$ cat src/rtl/bus_arbiter_pkg.sv
// bus_arbiter_pkg: shared bus owner encoding and active-low grant levels.
package bus_arbiter_pkg;

   typedef enum logic [1:0] {
      BUS_OWNER_IF  = 2'd0,
      BUS_OWNER_MEM = 2'd1,
      BUS_OWNER_DMA = 2'd2,
      BUS_OWNER_DBG = 2'd3
   } BusOwnerBus;

   localparam logic ENABLE_  = 1'b0;
   localparam logic DISABLE_ = 1'b1;

endpackage

$ cat src/rtl/rr_pick.sv
// rr_pick: first active-high requester after the current owner, wrapping 3 -> 0.
module rr_pick
   import bus_arbiter_pkg::*;
(
   input  logic [3:0] req_i,
   input  BusOwnerBus owner_i,
   output BusOwnerBus nxt_o,
   output logic       found_o
);

   // Scan farthest offset first so the nearest requester is the last to win.
   always_comb begin
      found_o = 1'b0;
      nxt_o   = owner_i;
      for (int k = 3; k >= 1; k--) begin
         if (req_i[2'(owner_i + 2'(k))]) begin
            found_o = 1'b1;
            nxt_o   = BusOwnerBus'(2'(owner_i + 2'(k)));
         end
      end
   end

endmodule

$ cat src/rtl/bus_arbiter.sv
// bus_arbiter: four-master round-robin bus arbiter with parking, hold-limit
// preemption that never interrupts a strobed transfer, and registered grants.
module bus_arbiter
   import bus_arbiter_pkg::*;
#(
   parameter int HOLD_MAX = 16,
   parameter int CNT_W    = 5
) (
   input  logic       clk,
   input  logic       reset,
   input  logic       m0_req_,
   input  logic       m1_req_,
   input  logic       m2_req_,
   input  logic       m3_req_,
   input  logic       m0_as_,
   input  logic       m1_as_,
   input  logic       m2_as_,
   input  logic       m3_as_,
   output logic       m0_grnt_,
   output logic       m1_grnt_,
   output logic       m2_grnt_,
   output logic       m3_grnt_,
   output logic [1:0] owner,
   output logic       preempt
);

   BusOwnerBus       owner_q, owner_d, nxt;
   logic [CNT_W-1:0] hold_q, hold_d, hold_inc;
   logic             pre_q, pre_d, found, hold_hit;
   logic [3:0]       req, xfer;

   assign req  = ~{m3_req_, m2_req_, m1_req_, m0_req_};
   assign xfer = ~{m3_as_, m2_as_, m1_as_, m0_as_};

   rr_pick u_pick (
      .req_i  (req),
      .owner_i(owner_q),
      .nxt_o  (nxt),
      .found_o(found)
   );

   always_ff @(posedge clk or negedge reset) begin
      if (!reset) begin
         owner_q <= BUS_OWNER_IF;
         hold_q  <= '0;
         pre_q   <= 1'b0;
      end else begin
         owner_q <= owner_d;
         hold_q  <= hold_d;
         pre_q   <= pre_d;
      end
   end

   assign hold_inc = &hold_q ? hold_q : hold_q + CNT_W'(1);
   assign hold_hit = (HOLD_MAX != 0) && (int'(hold_q) >= HOLD_MAX - 1);

   // A released bus moves on or parks; a held bus is only taken between transfers.
   always_comb begin
      owner_d = owner_q;
      hold_d  = '0;
      pre_d   = 1'b0;
      if (!req[owner_q]) begin
         owner_d = found ? nxt : owner_q;
      end else if (found && hold_hit && !xfer[owner_q]) begin
         owner_d = nxt;
         pre_d   = 1'b1;
      end else begin
         hold_d = hold_inc;
      end
   end

   always_comb begin
      m0_grnt_ = (owner_q == BUS_OWNER_IF)  ? ENABLE_ : DISABLE_;
      m1_grnt_ = (owner_q == BUS_OWNER_MEM) ? ENABLE_ : DISABLE_;
      m2_grnt_ = (owner_q == BUS_OWNER_DMA) ? ENABLE_ : DISABLE_;
      m3_grnt_ = (owner_q == BUS_OWNER_DBG) ? ENABLE_ : DISABLE_;
      owner    = owner_q;
      preempt  = pre_q;
   end

endmodule

$ cat config.mk
export PLATFORM = sky130hd
export DESIGN_NAME = bus_arbiter
export DESIGN_NICKNAME = d
export VERILOG_FILES = /design/src/rtl/bus_arbiter_pkg.sv /design/src/rtl/rr_pick.sv /design/src/rtl/bus_arbiter.sv
export SDC_FILE = /design/constraint.sdc
export NUM_CORES = 1
export LEC_CHECK = 0
export CORE_UTILIZATION = 45
export DETAILED_ROUTE_END_ITERATION = 10
export PLACE_DENSITY = 0.84
export SYNTH_ARGS = -nofsm -noshare
export SYNTH_HDL_FRONTEND = slang
export SYNTH_HIERARCHICAL = 1
export SYNTH_SLANG_ARGS = --single-unit
$ cat constraint.sdc
create_clock -name clk -period 2.35 [get_ports clk]
set_clock_uncertainty 0.2 [all_clocks]
set_input_delay 0.5875 -clock clk [delete_from_list [all_inputs] [get_ports clk]]
set_output_delay 0.5875 -clock clk [all_outputs]
set_load 0.03 [all_outputs]
==> impl_metrics.json <==
{
  "irDropWorstVdd_v": 0.000512,
  "wire_per_inst_microns": 13.1,
  "slew_viol_final": 0,
  "rsz0062_at_grt": "no",
  "fin_cells": 103,
  "worstSetupStartpointType": "flop",
  "utilization_pct": 71.9,
  "grt-ovfl-total": 0,
  "cts_setup_buffers": 0,
  "wl_met2_microns": 693,
  "die_y_microns": 39.0,
  "vias_per_cell": 5.48,
  "synth.top_cell.area_share_pct": 32.5,
  "num_antenna_cells": 0,
  "grt_pass1_wl_microns": 2170,
  "outcome": "complete, no violations",
  "groute.usage.overall_pct": 21.5,
  "drc": 0,
  "synth-seq-cells": 8,
  "cp-end-kind": "output pin",
  "clk_latency_ns": 0.25,
  "cts.htree.levels": 1,
  "fmax_ghz": 0.449,
  "dr_wl_met3_microns": 106,
  "cts_resized": 1,
  "cts_buffer_depth": 2,
  "hpwl_microns": 996,
  "yosys_warnings": 6,
  "syn-num-nets": 78,
  "drive_gt1_share_pct": 18.0,
  "grt_pass1_vias": 475,
  "hold_viol_final": 0,
  "powerDensity_mw_per_mm2": 1080,
  "grt_max_degree": 12,
  "cts_sinks": 8,
  "synthArstFlopShare_pct": 100,
  "syn_area_per_cell_sq_um": 9.47,
  "ant_nets": 0,
  "final_nets": 104,
  "cts-buffers-inserted": 3,
  "yosysMostFrequentCell": "nor2_1",
  "path_max_fanout": 6,
  "cts_tree": "done",
  "cap_viol_max_count": 0,
  "critPathKind": "reg -> out",
  "routed.top_layer": "met3",
  "yosysSeqAreaShare_pct": 32.5,
  "clockRootBuffer": "clkbuf_4",
  "synthTopCellsByArea": "dfrtp_1, mux4_2, ha_1, nor2_1, mux2i_1",
  "seqCellArea_sq_um": 200,
  "io-pin-count": 17,
  "setup_tns_ns": 0,
  "port_buffers": 16,
  "drt_iter0_markers": 22,
  "p_leak_uw": 0.000415,
  "synth_common_cells": "nor2_1, dfrtp_1, inv_1, nand2_1, a21oi_1",
  "start_util_pct": 51.9,
  "fill_cells": 88,
  "arrival_ns": 1.44,
  "period_share_pct": 94.9,
  "multi_input_area_sq_um": 378,
  "synth_edf_count": 0,
  "synth_area_sq_um": 616,
  "dp_cells": 100,
  "m1WireLength_microns": 546,
  "period_minus_slack_ns": 2.23,
  "worst_slew_pin_slew_ns": 0.362,
  "cp.required_ns": 1.56,
  "gp_congestion": 0.747,
  "antenna_found_initial": 0,
  "synth.distinct_cells": 26,
  "rows": 12,
  "die_w_microns": 39.0,
  "clk_pin_slew_worst_paths_ns": 0.05,
  "slew_headroom_pct": 75.9,
  "syn_inst": 65,
  "setup_violations": 0,
  "holdBufCountCts": 0,
  "hold_class": "reg -> reg",
  "ys.flop_type": "dfrtp_1",
  "synth_top_cell_by_area": "dfrtp_1",
  "dr.pass1.iters": 4,
  "via_count": 564,
  "core-area_sq_mm": 0.00119,
  "die_area_sq_mm": 0.00152,
  "route.final.wire_length_microns": 1350,
  "syn_to_final_growth_pct": 38.6
}
==> area by class of cell <==
type                    count  area share [%]
multi-input cells          49            44.3
repair buffers             22            24.5
flip-flops and latches      8            23.5
inverters                   7            3.08
clock buffers               3            2.64
well taps                  14            2.05
==> path summary, 6_finish.rpt <==
path / slack, ns / endpoint / cells after the start / from
min in group asynchronous: 0.41 / hold_q[3]$_DFFE_PN0P_ / 1 / reset
worst min register to register: 0.35 / owner[0]$_DFFE_PN0P_ / 1 / owner[0]$_DFFE_PN0P_
worst min-delay path: 0.35 / owner[0]$_DFFE_PN0P_ / 1 / owner[0]$_DFFE_PN0P_
worst max-delay path: 0.12 / m1_grnt_ / 2 / owner[1]$_DFFE_PN0P_
max in group asynchronous: 1.28 / hold_q[4]$_DFFE_PN0P_ / 1 / reset
worst max register to register: 0.21 / owner[1]$_DFFE_PN0P_ / 6 / hold_q[0]$_DFFE_PN0P_
==> cell families (layout without fill, tap and decap cells) <==
logic type	after synthesis	count (layout)	synth area share, %
muxes	7	7	15.9
xor gates and xnor gates	3	3	4.27
adders and majority gates	3	3	6.10
buffers and inverters	8	32	6.10
and+or+nand+nor	27	27	24.8
AOI/OAI and AO/OA	9	9	10.4
DFF	8	8	32.5
==> cell usage in the layout, fill, tap and decap left out <==
cell type        instances
clkbuf_4                 3
mux4_2                   2
o311ai_2                 1
xnor2_1                  2
nor2b_1                  1
o21a_1                   1
or2_2                    1
and4_1                   1
o21ai_1                  1
dlygate4sd2_1            1
xor2_1                   1
nor3_1                   2
a21oi_1                  4
dlymetal6s2s_1           2
nor2b_4                  2
buf_4                    6
o221ai_1                 1
nand2_1                  5
inv_1                    7
mux2i_1                  3
a31oi_1                  1
dfrtp_1                  8
nand2b_1                 3
nand3_1                  1
clkdlybuf4s50_1         13
mux2_1                   2
nor2_1                   9
ha_1                     3
and3_1                   1
nand2_4                  1
==> metrics by stage <==
stage               hold slack (ns)  setup WS [ns]  area, sq um  power (uW)
detailed placement            0.343        -0.0923          827         827
finish                        0.346          0.121          853         925
global placement              0.337        -0.0135          827         809
CTS                           0.351         0.0150          848         930
global route                  0.373         0.0595          853         986
floorplan                    0.0919          0.270          616         627
==> critical path: stages, from the launching register on <==
cell	delay (ns)
dfrtp_1	0.40
nand2b_1	0.13
clkdlybuf4s50_1	0.66
==> sequential cells by signal, summed over array words and instances (netlist names) <==
signal and cells:
hold_q 5, preempt 1, owner 2
==> power breakdown <==
part           internal (uW)  switching [uW]
sequential               177            44.9
clock                   58.4            45.9
combinational            287             312
total                    522             403
==> per-layer routing <==
layer | vias to the layer above | GRT usage (%)
met5 | - | 0
met4 | 0 | 0
met3 | 0 | 6.94
met2 | 31 | 40.0
met1 | 261 | 25.3
li1 | 272 | -
No activity file was read; power rests on OpenSTA's default activity.
